**src/rtl/mc_fifo_pkg.sv**
```systemverilog
// mc_fifo_pkg: shared widths, default thresholds and helpers for the
// multi-channel synchronous FIFO (mc_sync_fifo and mc_fifo_ram).
// Optional stored parity is enabled by defining MC_FIFO_PARITY_EN.

package mc_fifo_pkg;

    // Default configuration; the top level takes these as parameter defaults.
    localparam int MC_DATA_WIDTH  = 8;
    localparam int MC_ADDR_WIDTH  = 4;
    localparam int MC_NUM_CH      = 4;
    localparam int MC_DEPTH       = 1 << MC_ADDR_WIDTH;
    localparam int MC_AFULL_LVL   = MC_DEPTH - 2;
    localparam int MC_AEMPTY_LVL  = 2;

    // Pointers carry one extra wrap bit so full and empty are distinguishable;
    // occupancy needs the same width to represent DEPTH itself.
    typedef logic [MC_ADDR_WIDTH:0] ptr_t;
    typedef logic [MC_ADDR_WIDTH:0] cnt_t;

    // Channel-select width; a single channel still needs a 1-bit port.
    function automatic int ch_w(input int n);
        return (n < 2) ? 1 : $clog2(n);
    endfunction

endpackage

```
**src/rtl/mc_fifo_ram.sv**
```systemverilog
// mc_fifo_ram: simple dual-port storage shared by all channels.
// One synchronous write port, one registered read port, no reset on the
// array or the read register (contents are never cleared).

module mc_fifo_ram #(
    parameter int WIDTH = 8,
    parameter int AW    = 6
) (
    input  logic             clk,
    input  logic             we,
    input  logic [AW-1:0]    waddr,
    input  logic [WIDTH-1:0] wdata,
    input  logic             re,
    input  logic [AW-1:0]    raddr,
    output logic [WIDTH-1:0] rdata
);

    logic [WIDTH-1:0] mem [1 << AW];

    // Write port: store the word when the top level accepts a write.
    always_ff @(posedge clk) begin
        if (we) begin
            mem[waddr] <= wdata;
        end
    end

    // Read port: capture the addressed word on an accepted read.
    always_ff @(posedge clk) begin
        if (re) begin
            rdata <= mem[raddr];
        end
    end

endmodule

```
**src/rtl/mc_sync_fifo.sv**
```systemverilog
// mc_sync_fifo: NUM_CH independent FIFOs of 2^ADDR_WIDTH entries sharing one
// storage array, single clock, asynchronous active-low reset.
// Define MC_FIFO_PARITY_EN to store an even-parity bit per word and report
// par_err on reads; otherwise par_err is tied low.
//
// Handshake: wr_en/rd_en are requests without a ready. A request is accepted
// only if the target channel's registered flag allows it (write: !full,
// read: !empty); a refused request has no side effect other than a one-cycle
// ovf/udf pulse after the edge. An accepted read returns its word on
// rd_data with rd_valid=1 for exactly one cycle after the accepting edge.

module mc_sync_fifo
    import mc_fifo_pkg::*;
#(
    parameter int DATA_WIDTH = MC_DATA_WIDTH,
    parameter int ADDR_WIDTH = MC_ADDR_WIDTH,
    parameter int NUM_CH     = MC_NUM_CH,
    parameter int AFULL_LVL  = (1 << ADDR_WIDTH) - 2,
    parameter int AEMPTY_LVL = MC_AEMPTY_LVL
) (
    input  logic                             clk,
    input  logic                             rst_n,
    input  logic                             wr_en,
    input  logic [ch_w(NUM_CH)-1:0]          wr_ch,
    input  logic [DATA_WIDTH-1:0]            wr_data,
    input  logic                             rd_en,
    input  logic [ch_w(NUM_CH)-1:0]          rd_ch,
    output logic [DATA_WIDTH-1:0]            rd_data,
    output logic                             rd_valid,
    output logic [NUM_CH-1:0]                full,
    output logic [NUM_CH-1:0]                empty,
    output logic [NUM_CH-1:0]                afull,
    output logic [NUM_CH-1:0]                aempty,
    output logic [NUM_CH*(ADDR_WIDTH+1)-1:0] count,
    output logic                             ovf,
    output logic                             udf,
    output logic                             par_err
);

    localparam int CH_W = ch_w(NUM_CH);
    localparam int PW   = ADDR_WIDTH + 1;
    localparam int RAW  = CH_W + ADDR_WIDTH;
`ifdef MC_FIFO_PARITY_EN
    localparam int MW   = DATA_WIDTH + 1;
`else
    localparam int MW   = DATA_WIDTH;
`endif

    localparam logic [PW-1:0] DEPTH_C  = PW'(1 << ADDR_WIDTH);
    localparam logic [PW-1:0] AFULL_C  = PW'(AFULL_LVL);
    localparam logic [PW-1:0] AEMPTY_C = PW'(AEMPTY_LVL);

    logic [PW-1:0] wptr_q [NUM_CH];
    logic [PW-1:0] rptr_q [NUM_CH];
    logic [PW-1:0] cnt_q  [NUM_CH];
    logic [PW-1:0] wptr_d [NUM_CH];
    logic [PW-1:0] rptr_d [NUM_CH];
    logic [PW-1:0] cnt_d  [NUM_CH];

    logic [NUM_CH-1:0] full_q, empty_q, afull_q, aempty_q;
    logic [NUM_CH-1:0] full_d, empty_d, afull_d, aempty_d;

    logic wr_acc, rd_acc;
    logic rd_valid_q, ovf_q, udf_q;

    logic [RAW-1:0] ram_waddr, ram_raddr;
    logic [MW-1:0]  ram_wdata, ram_rdata;

    // Accept decisions and next pointers/occupancy/flags from pre-cycle flags.
    always_comb begin
        wr_acc = wr_en && !full_q[wr_ch];
        rd_acc = rd_en && !empty_q[rd_ch];
        for (int c = 0; c < NUM_CH; c++) begin
            wptr_d[c] = wptr_q[c];
            rptr_d[c] = rptr_q[c];
            if (wr_acc && (wr_ch == CH_W'(c))) begin
                wptr_d[c] = wptr_q[c] + PW'(1);
            end
            if (rd_acc && (rd_ch == CH_W'(c))) begin
                rptr_d[c] = rptr_q[c] + PW'(1);
            end
            cnt_d[c]    = wptr_d[c] - rptr_d[c];
            full_d[c]   = (cnt_d[c] == DEPTH_C);
            empty_d[c]  = (cnt_d[c] == '0);
            afull_d[c]  = (cnt_d[c] >= AFULL_C);
            aempty_d[c] = (cnt_d[c] <= AEMPTY_C);
        end
    end

    // Pointer, occupancy and flag registers; reset flushes every channel.
    always_ff @(posedge clk or negedge rst_n) begin
        if (!rst_n) begin
            for (int c = 0; c < NUM_CH; c++) begin
                wptr_q[c] <= '0;
                rptr_q[c] <= '0;
                cnt_q[c]  <= '0;
            end
            full_q   <= '0;
            empty_q  <= '1;
            afull_q  <= '0;
            aempty_q <= '1;
        end else begin
            for (int c = 0; c < NUM_CH; c++) begin
                wptr_q[c] <= wptr_d[c];
                rptr_q[c] <= rptr_d[c];
                cnt_q[c]  <= cnt_d[c];
            end
            full_q   <= full_d;
            empty_q  <= empty_d;
            afull_q  <= afull_d;
            aempty_q <= aempty_d;
        end
    end

    // Read-valid and reject pulses, one cycle after the deciding edge.
    always_ff @(posedge clk or negedge rst_n) begin
        if (!rst_n) begin
            rd_valid_q <= 1'b0;
            ovf_q      <= 1'b0;
            udf_q      <= 1'b0;
        end else begin
            rd_valid_q <= rd_acc;
            ovf_q      <= wr_en && full_q[wr_ch];
            udf_q      <= rd_en && empty_q[rd_ch];
        end
    end

    // Physical address is {channel, low pointer bits}; a same-channel read and
    // write never collide because one of them is refused at full or empty.
    always_comb begin
        ram_waddr = {wr_ch, wptr_q[wr_ch][ADDR_WIDTH-1:0]};
        ram_raddr = {rd_ch, rptr_q[rd_ch][ADDR_WIDTH-1:0]};
`ifdef MC_FIFO_PARITY_EN
        ram_wdata = {^wr_data, wr_data};
`else
        ram_wdata = wr_data;
`endif
    end

    mc_fifo_ram #(
        .WIDTH (MW),
        .AW    (RAW)
    ) u_ram (
        .clk   (clk),
        .we    (wr_acc),
        .waddr (ram_waddr),
        .wdata (ram_wdata),
        .re    (rd_acc),
        .raddr (ram_raddr),
        .rdata (ram_rdata)
    );

    // The read register is not reset, so gating by rd_valid gives the 0 value
    // when idle and makes an asynchronous reset drop the payload at once.
    assign rd_valid = rd_valid_q;
    assign rd_data  = rd_valid_q ? ram_rdata[DATA_WIDTH-1:0] : '0;
    assign ovf      = ovf_q;
    assign udf      = udf_q;
    assign full     = full_q;
    assign empty    = empty_q;
    assign afull    = afull_q;
    assign aempty   = aempty_q;

`ifdef MC_FIFO_PARITY_EN
    assign par_err = rd_valid_q && ((^ram_rdata[DATA_WIDTH-1:0]) != ram_rdata[DATA_WIDTH]);
`else
    assign par_err = 1'b0;
`endif

    for (genvar g = 0; g < NUM_CH; g++) begin : g_count
        assign count[g*PW +: PW] = cnt_q[g];
    end

endmodule

```
**config.mk**
```make
export PLATFORM = sky130hd
export DESIGN_NAME = mc_sync_fifo
export DESIGN_NICKNAME = d
export VERILOG_FILES = /design/src/rtl/mc_fifo_pkg.sv /design/src/rtl/mc_fifo_ram.sv /design/src/rtl/mc_sync_fifo.sv
export SDC_FILE = /design/constraint.sdc
export NUM_CORES = 1
export LEC_CHECK = 0
export CAP_MARGIN = 20
export CELL_PAD_IN_SITES_DETAIL_PLACEMENT = 1
export CELL_PAD_IN_SITES_GLOBAL_PLACEMENT = 2
export CORE_UTILIZATION = 53
export DETAILED_ROUTE_END_ITERATION = 7
export DONT_BUFFER_PORTS = 1
export PLACE_DENSITY = 0.92
export REMOVE_ABC_BUFFERS = 1
export SYNTH_ARGS = -nofsm -noshare
export SYNTH_HDL_FRONTEND = slang
export SYNTH_HIERARCHICAL = 1
export SYNTH_SLANG_ARGS = --single-unit
```
**constraint.sdc**
```tcl
create_clock -name clk -period 7.4 [get_ports clk]
set_input_delay 0.37 -clock clk [delete_from_list [all_inputs] [get_ports clk]]
set_output_delay 0.37 -clock clk [all_outputs]
set_load 0.05 [all_outputs]
```
### Yosys cells after proc, flatten, opt, wreduce, memory -nomap -nowiden

Memory sizes are Yosys's and may differ from the RTL's. A register that Yosys moved wholly into a read port is not among the register bits.
Index checks and enable logic that the tools add are counted.

| cells by class | value |
|---|---|
| multiplexer cells | 21 |
| shift-type cells | 0 |
| add/sub/neg operators | 12 |
| $mul | 0 |
| magnitude comparators | 12 |
| div/mod/pow operators | 0 |
| equal/unequal tests | 10 |
| reduce and logical (&&, ||, !) cells | 20 |
| bitwise gates (word level) | 2 |

Operators by type and width:

| kind | number |
|---|---|
| adder 5 x 1 -> 5 bit, second input constant | 8 |
| 2-to-1 mux 5 bit | 8 |
| binary-select mux 5 bit (select 2 bit) | 2 |
| == test 5 bit, second input constant | 4 |
| >= comparator 5 x 4 -> 1 bit, second input constant | 4 |
| less-or-equal comparator 5 x 2 -> 1 bit, second input constant | 4 |
| logical NOT 5 bit | 4 |
| subtractor 5 bit | 4 |
| 2-to-1 mux 4 bit | 4 |
| logical AND 1 bit | 12 |
| == test 2 bit, second input constant | 4 |
| 2-to-1 mux 8 bit | 1 |
| >= comparator 3 bit, second input constant | 2 |
| < comparator 2 x 3 -> 1 bit, second input constant | 2 |
| NOT 2 -> 3 bit | 2 |
| binary-select mux 1 bit (select 2 bit) | 2 |
| == test 2 x 1 -> 1 bit, second input constant | 2 |
| logical NOT 2 bit | 2 |
| 2-to-1 mux 1 bit | 4 |
| logical NOT 1 bit | 2 |

| word-level totals | value |
|---|---|
| bits in registers | 79 |
| word-level logic and storage cells | 97 |
| bits in latches | 0 |
| output and inout port bits | 48 |
| memories | 1 |
| input bits | 16 |
| ROM bits | 0 |
| RAM bits | 512 |

Memories:

| memory | depth | bits a word | rd ports | clocked after Yosys merged registers in | wr ports | RTL line | text |
|---|---|---|---|---|---|---|---|
| u_ram.mem | 64 | 8 | 1 | 1 | 1 | mc_fifo_ram.sv:18 | `logic [WIDTH-1:0] mem [1 << AW];` |

### Longest topological paths before layout

Gate-level depths: netlist of run 1.

| logic depth | value |
|---|---|
| depth after elaboration | 8 |
| gate-level depth with buffers | 13 |
| gate-level depth less buffers | 11 |

### Hierarchy

The synthesis of run 1 kept the hierarchy.

By module, submodules not included:

| module | area each (µm²) | seq. area each (µm²) | cells an instance | times used |
|---|---|---|---|---|
| mc_fifo_ram | 20246.9 | 15615.0 | 940 | 1 |
| mc_sync_fifo | 4351.7 | 1986.9 | 344 | 1 |

### Worst setup path after synthesis of run 1

OpenSTA, ideal clock, no wires.

| path | value |
|---|---|
| path kind | reg2reg |
| start | register full_q[3], in the netlist full[3] |
| end | register afull_q[3], in the netlist afull[3] |
| required time | 7280 ps |
| stages on the path, launching flop included | 11 |
| period minus slack after synthesis | 2892 ps |
| path slack | 4508 ps |
| library setup time | 120 ps |
| buffers on the path | 2 |
| arrival time | 2772 ps |
| cell sequence | dfrtp_1 -> and4b_1 -> buf_2 -> nand4_1 -> xnor2_1 -> ha_1 -> clkbuf_1 -> nor2b_1 -> a221oi_2 -> xor3_2 -> a31o_2 |

RTL lines:

| what | RTL line | text |
|---|---|---|
| start: declaration | mc_sync_fifo.sv:60 | `logic [NUM_CH-1:0] full_q, empty_q, afull_q, aempty_q;` |
| start signal: assignment | mc_sync_fifo.sv:108 | `full_q <= full_d;` |
| end signal: assignment | mc_sync_fifo.sv:110 | `afull_q <= afull_d;` |
| end: declaration | mc_sync_fifo.sv:60 |  |

### Worst setup path after layout of run 1

| path | value |
|---|---|
| start | register rptr_q[0] (netlist bit) |
| end | register u_ram.rdata[5], read port of u_ram.mem (data pin) |

| on the way | value |
|---|---|
| word-level cells in the longest chain between the ends | 3 |

Ends and longest elaborated chain:

| what | RTL line | text |
|---|---|---|
| start: declaration | mc_sync_fifo.sv:54 | `logic [PW-1:0] rptr_q [NUM_CH];` |
| start signal: indexed assignment | mc_sync_fifo.sv:105 | `rptr_q[c] <= rptr_d[c];` |
| binary-select mux 5 bit (select 2 bit) | mc_sync_fifo.sv:132 | `ram_raddr = {rd_ch, rptr_q[rd_ch][ADDR_WIDTH-1:0]};` |
| 2-to-1 mux 4 bit (not written as such) (2 in series) | mc_sync_fifo.sv:132 |  |
| named net ram_raddr[0] | mc_sync_fifo.sv:66 | `logic [RAW-1:0] ram_waddr, ram_raddr;` |
| end: declaration | mc_fifo_ram.sv:15 | `output logic [WIDTH-1:0] rdata` |

The timed path passes the listed nets, and every way through them passes these cells. The select of a mux whose other input is x is not followed.

==> impl_metrics.toml, run 1 <==
[floorplan]
row_count = 78
core_um2 = 45600
start_util_pct = 54.0
die_x_um = 217
ios = 64
dieArea_um2 = 47300
fp.dieH_um = 217

[clock_network]
cts_buffer_depth = 3
clk_latency_ps = 620
postCtsHoldBufs = 13
htree_levels = 2
path_clk_slew_ps = 70
cts-root-buf = "clkbuf_16"
cts_setup_buffers = 0
cts_sinks = 599
cts_made_buffers = 59
cts_tree = "built"
cts_resized = 0

[logic_synthesis]
yosysSeqAreaShare_pct = 71.6
synthDistinctLibCells = 80
ys_async_sr_fraction_pct = 13.2
syn-instance-count = 1284
netlist_area_um2 = 24600
synth_edf_count = 520
yosysWarningCount = 6
syn_area_per_cell_um2 = 19.2
synth_ff_type = "edfxtp_1"
ys_seq_elements = 599

[pwr]
peakVddDrop_mv = 0.330
intPower_mw = 7.42
p_clk_share_pct = 27.0
sw_frac_of_total_pct = 34.8
comb_power_share_pct = 32.7
seq_power_share_pct = 40.3
switchingPower_mw = 3.96
p_per_area_nw_per_um2 = 416
leakage_nw = 8.98

[detailed_routing]
drc = 0
drtIter0Drc = 1043
wire_per_inst_um = 30.3
ant_nets = 0
dr.pass1.iters = 5
vias_per_cell = 6.37
via_count = 12447
finalWirelength_um = 59200

[timing]
post-route-period-util_pct = 54.5
finalSetupTns_ps = 0
skew_ps = 16.0
worstMarginPinSlew_ps = 1140
setup_viol_count_final = 0
slew_headroom_pct = 23.6
rsz0062_at_grt = "false"
final_hold_viol_count = 0
fmax_ghz = 0.248
whs_ps = 50.9
layout_min_cycle_time_ps = 4030
slew_viol_final = 0

[finish]
mostFrequentLayoutCell = "edfxtp_1"
layout_common_cells = "edfxtp_1, mux4_2, nor2_1, dfrtp_1, clkbuf_16"
finalNetCount = 1345
antenna_cells = 0
layout-drive-gt1-share_pct = 22.5
area_growth_pct = 11.1

[global_route]
grt_pass1_vias = 13404
grt-ovfl-total = 0
antenna_found_initial = 1
track_usage_pct = 25.9
grt_max_degree = 88
grt_pass1_wl_um = 88100

[worst_setup_path]
critical_path_arrival_ps = 4370
worstPathRequired_ps = 7740
crit_type = "register to register"
cp_max_fo = 87
crit_path_end_kind = "register"
start_kind = "register"

[place]
portBuffers = 0
place_congestion = 0.789
dp_hpwl_um = 35200

[worst_hold_path]
hp-class = "input pin to register"

[status]
status = "completed"

[flow_run]
max_cap_viol_count = 0
## power groups by stage
| stage | clock, mW | sequential, mW | combinational (mW) |
|---|---|---|---|
| floorplan | 0 | 4.54 | 2.78 |
| global placement | 0 | 4.64 | 3.54 |
| detailed placement | 0 | 4.66 | 3.64 |
| CTS | 3.13 | 4.59 | 3.75 |
| global route | 3.22 | 4.62 | 4.01 |
| finish | 3.07 | 4.59 | 3.72 |
## Yosys cell counts, drive strengths merged, types with 11 or more instances
master  instances  area share (%)
mux4          136              12
dfrtp          71             7.2
inv            34            0.52
edfxtp        520              63
ha             20             1.0
xnor2          32             1.3
nor3           11            0.22
mux2i          30             1.3
nand2          31            0.48
and2           12            0.31
nand4          13            0.42
xor2           20            0.83
mux2           18            0.82
nor2           98             1.5
nand3          19            0.39
a21oi          11            0.28
nor2b          19            0.48
clkbuf         18            0.27
buf            40             1.3
## area by class of cell
| class | count | area [um2] |
|---|---|---|
| clock buffer | 71 | 1550 |
| clock inverter | 39 | 435 |
| fill | 3783 | 18300 |
| inverter | 34 | 128 |
| multi-input combinational | 593 | 6510 |
| sequential | 599 | 17600 |
| tap | 600 | 751 |
| timing repair buffer | 19 | 349 |
## sequential cells by signal, indices dropped and copies added, names as in the netlist, named ones only
name,flops
aempty,4
u_ram/mem,512
rd_valid,1
u_ram/rdata,8
full,4
empty,4
ovf,1
rptr_q,19
afull,4
udf,1
wptr_q,19
count,20
## cells by family (layout without fill, tap and decap cells)
| kind of cell | after synthesis | in the layout | synth area share [%] |
|---|---|---|---|
| flops | 599 | 599 | 71.6 |
| simple gates | 239 | 239 | 5.15 |
| mux | 184 | 184 | 14.6 |
| buf+inv | 92 | 163 | 2.05 |
| compound gates | 88 | 88 | 2.86 |
| xor+xnor | 54 | 54 | 2.37 |
| fa+ha+maj | 27 | 27 | 1.43 |
| other cells | 1 | 1 | 0.0152 |
## per-layer routing
layer  GRT usage [%]  vias up  part of all wire (%)
met2            42.6      505                    50
met4            9.69        2                   3.5
met1            34.2     6651                    40
met5               0        -                 0.022
li1                -     5182                     -
met3            5.33      107                   6.9
## critical path, stage by stage, from the launching register on
cell	delay (ps)
dfrtp_1	430
mux4_4	1020
buf_12	530
mux4_2	590
nor2b_1	170
a2111oi_0	700
o41ai_1	170
## final timing paths
| path | startpoint | end | slack [ps] | cells past startpoint |
|---|---|---|---|---|
| max in group asynchronous | rst_n | empty[3] | 6710 | 2 |
| worst min register to register | wptr_q[4] | wptr_q[4] | 490 | 1 |
| worst min-delay path | wr_ch[1] | wptr_q[15] | 50 | 3 |
| worst max-delay path | rptr_q[0] | u_ram/rdata[5] | 3370 | 6 |
| worst max register to register | rptr_q[0] | u_ram/rdata[5] | 3370 | 6 |
| min in group asynchronous | rst_n | wptr_q[11] | 350 | 2 |
## metrics by stage
step	power (mW)	setup WS, ps	std cells	instance area (um2)	utilization (%)
6_report	11.4	3370	1955	27300	60.0
5_1_grt	11.8	3070	1955	27300	60.0
4_1_cts	11.5	3240	1954	27300	59.9
3_5_place_dp	8.30	3340	1831	25000	54.9
3_3_place_gp	8.18	3340	1831	25000	54.9
2_1_floorplan	7.32	2410	1226	24200	-
(Power assumes the default switching activity.)
==> run 2: changes to the inputs <==
--- a/config.mk
+++ b/config.mk
@@ -5,13 +5,14 @@
 export SDC_FILE = /design/constraint.sdc
 export NUM_CORES = 1
 export LEC_CHECK = 0
+export ABC_AREA = 1
 export CAP_MARGIN = 20
 export CELL_PAD_IN_SITES_DETAIL_PLACEMENT = 1
 export CELL_PAD_IN_SITES_GLOBAL_PLACEMENT = 2
-export CORE_UTILIZATION = 53
+export CORE_UTILIZATION = 39
 export DETAILED_ROUTE_END_ITERATION = 7
 export DONT_BUFFER_PORTS = 1
-export PLACE_DENSITY = 0.92
+export PLACE_DENSITY = 0.83
 export REMOVE_ABC_BUFFERS = 1
 export SYNTH_ARGS = -nofsm -noshare
 export SYNTH_HDL_FRONTEND = slang
==> constraint.sdc (replaced) <==
create_clock -name clk -period 3.5 [get_ports clk]
set_input_delay 0.175 -clock clk [delete_from_list [all_inputs] [get_ports clk]]
set_output_delay 0.175 -clock clk [all_outputs]
set_load 0.05 [all_outputs]
==> run 2 against run 1 <==
The flow now finishes with violations (design-rule violations). Sequential share of layout area shrank 5.4 points. Via count rose by 45%. Non-clock buffer count is 117 higher. Utilization fell by 15 points. Clock-buffer cell count increased by 14. Critical path type is now input pin to register. Highest routed layer is now met4.
==> impl_metrics.toml, run 2 <==
[status]
status = "finished, violations left"
violations = "design-rule violations"

[clock_network]
cts_buffer_depth = 3
cts_setup_buffers = 0
cts_tree = "built"
clk_latency_ps = 610
cts_made_buffers = 67
cts-root-buf = "clkbuf_16"
cts_sinks = 599
htree_levels = 3
path_clk_slew_ps = 60

[logic_synthesis]
syn_area_per_cell_um2 = 11.1
yosysWarningCount = 6
synth_edf_count = 520
synth_compound_area_share_pct = 1.03
post-synth-top-area-fraction_pct = 59.9
synth_mux_area_share_pct = 0.0863
netlist_area_um2 = 26100
synth_top_family_by_area = "simple AND/OR/NAND/NOR gates"
synthTopCellsByArea = "edfxtp_1, nand2_1, nand3_1, dfrtp_1, inv_1"
synth_commonest_cells = "nand2_1, edfxtp_1, nand3_1"
synth_ff_type = "edfxtp_1"
ys_async_sr_fraction_pct = 13.2
synth-adder-area-share_pct = 1.19
yosys.area.top_type = "edfxtp_1"
synth_simple_gate_area_share_pct = 24.0
synth-xor-area-share_pct = 1.27
syn-instance-count = 2359
ys_seq_elements = 599
synth.most_common_cell = "nand2_1"
yosysSeqAreaShare_pct = 67.5
synthDistinctLibCells = 50

[detailed_routing]
vias_per_cell = 5.36
drtIter0Drc = 1320
top_layer_used = "met4"
met2_length_um = 38400
dr.pass1.iters = 8
wire_per_inst_um = 22.7
via_count = 18007
ant_nets = 0
drc = 6
wl_met1_um = 31800
routed-wl-met3_um = 3970
finalWirelength_um = 76200

[worst_setup_path]
crit_path_end_kind = "register"
start_kind = "input pin"
crit_type = "input pin to register"
crit_start = "rd_ch[1]"
worstPathRequired_ps = 3850
critical_path_arrival_ps = 3720
cp_max_fo = 34
reg2reg_from = "empty[3]"

[place]
placed_cell_area_um2 = 27300
place_congestion = 0.845
dp_hpwl_um = 45000
portBuffers = 0

[finish]
mostFrequentLayoutCell = "nand2_1"
antenna_cells = 0
area_growth_pct = 14.3
finalNetCount = 2486
post-route-util_pct = 45.2
final_area_um2 = 29800
fillers = 7083
layout-drive-gt1-share_pct = 11.1
largest_register = "u_ram/mem"
largest_reg_flops = 512
layout_common_cells = "nand2_1, edfxtp_1, nand3_1, inv_1, buf_4"

[floorplan]
die_x_um = 261
dieArea_um2 = 67900
start_util_pct = 39.5
row_count = 94
fp.dieH_um = 261
ios = 64
core_um2 = 66000

[timing]
final_hold_viol_count = 0
rsz0062_at_grt = "false"
slew_viol_final = 0
post-route-period-util_pct = 96.4
setup_viol_count_final = 0
slew_headroom_pct = 34.0
worstMarginPinSlew_ps = 991
skew_ps = 24.4
layout_min_cycle_time_ps = 3370
fmax_ghz = 0.296

[flow_run]
max_cap_viol_count = 0

[pwr]
p_per_area_nw_per_um2 = 824
leakage_nw = 11.6
peakVddDrop_mv = 0.603

[global_route]
grt_pass1_vias = 19080
grt_max_degree = 157
antenna_found_initial = 0
grt_pass1_wl_um = 116000
track_usage_pct = 22.7
grt-ovfl-total = 0

[worst_hold_path]
worstHoldStart = "rd_ch[0]"
hp-class = "input pin to register"
run 2: cell count changes after synthesis, sizes merged, moves of 23 or more:
| cell | before | now |
|---|---|---|
| xnor2 | 32 | 9 |
| nand3 | 19 | 482 |
| inv | 34 | 117 |
| mux4 | 136 | 0 |
| buf | 40 | 100 |
| nand2 | 31 | 810 |
| mux2i | 30 | 0 |
run 2: cells by family (layout without fill, tap and decap cells):
logic type,after synthesis,count (layout)
buffers and inverters,235,371
AO/OA/AOI/OAI,37,37
multiplexers,2,2
other,1,1
flip-flops,599,599
AND/OR/NAND/NOR,1426,1426
XOR/XNOR,36,36
adder cells (fa/ha/maj),23,23
run 2: timing repair:
item                                   CTS  global route
endpoints found under the hold margin  641             0
hold buffers                            27             0
resized for setup                        0             1
setup endpoints to repair                0             3
run 2: path summary, 6_finish.rpt:
check	slack, ps	cells past startpoint	endpoint
hold / removal	50	4	rptr_q[8]
setup reg to reg	480	17	afull[0]
min in group asynchronous	200	2	rptr_q[2]
setup / recovery	130	13	u_ram/rdata[3]
max in group asynchronous	2930	2	aempty[1]
hold reg to reg	540	2	wptr_q[19]
run 2: final cells by class:
type | instances | area (um2) | share of cell area, %
Multi-Input combinational cell | 1525 | 7230 | 24.2
Sequential cell | 599 | 17600 | 59.0
Clock inverter | 32 | 255 | 0.856
Inverter | 118 | 455 | 1.53
Tap cell | 864 | 1080 | 3.63
Timing Repair Buffer | 136 | 1380 | 4.64
Clock buffer | 85 | 1810 | 6.06
run 2: worst max-delay path, stage by stage:
cell           delay (ps)
dlygate4sd3_1         960
nor2_1                290
a22oi_1               380
o221ai_4              210
inv_4                 330
buf_4                 470
nand3_1               180
nand3_1               120
nand2_1                80
nand2_1                70
nand3_1               140
nand3_1               180
nand2_1                80
run 2: power by group:
part	leakage, nW	internal (mW)	switching (mW)	total (mW)
clock network	1.01	3.93	2.80	6.73
logic	4.96	2.48	5.96	8.45
registers	5.62	8.38	1.01	9.39
total	11.6	14.8	9.77	24.6
run 2: routing by layer:
metal	vias to the layer above	GRT usage, %
met5	-	0
met4	0	7.23
met3	132	4.31
met2	439	39.5
met1	9166	28.4
li1	8270	-
run 2: per-stage QoR:
| step | TNS [ps] | worst slack [ps] | cells | hold slack (ps) | power [mW] |
|---|---|---|---|---|---|
| 4_1_cts | 0 | 187 | 3358 | 1.36 | 24.8 |
| 3_3_place_gp | 0 | 587 | 3214 | -117 | 17.5 |
| 2_1_floorplan | -56320 | -7040 | 2242 | -121 | 14.7 |
| 3_5_place_dp | 0 | 475 | 3214 | -118 | 17.8 |
| 6_report | 0 | 126 | 3359 | 45.9 | 24.6 |
| 5_1_grt | 0 | 2.60 | 3359 | 62.7 | 25.9 |
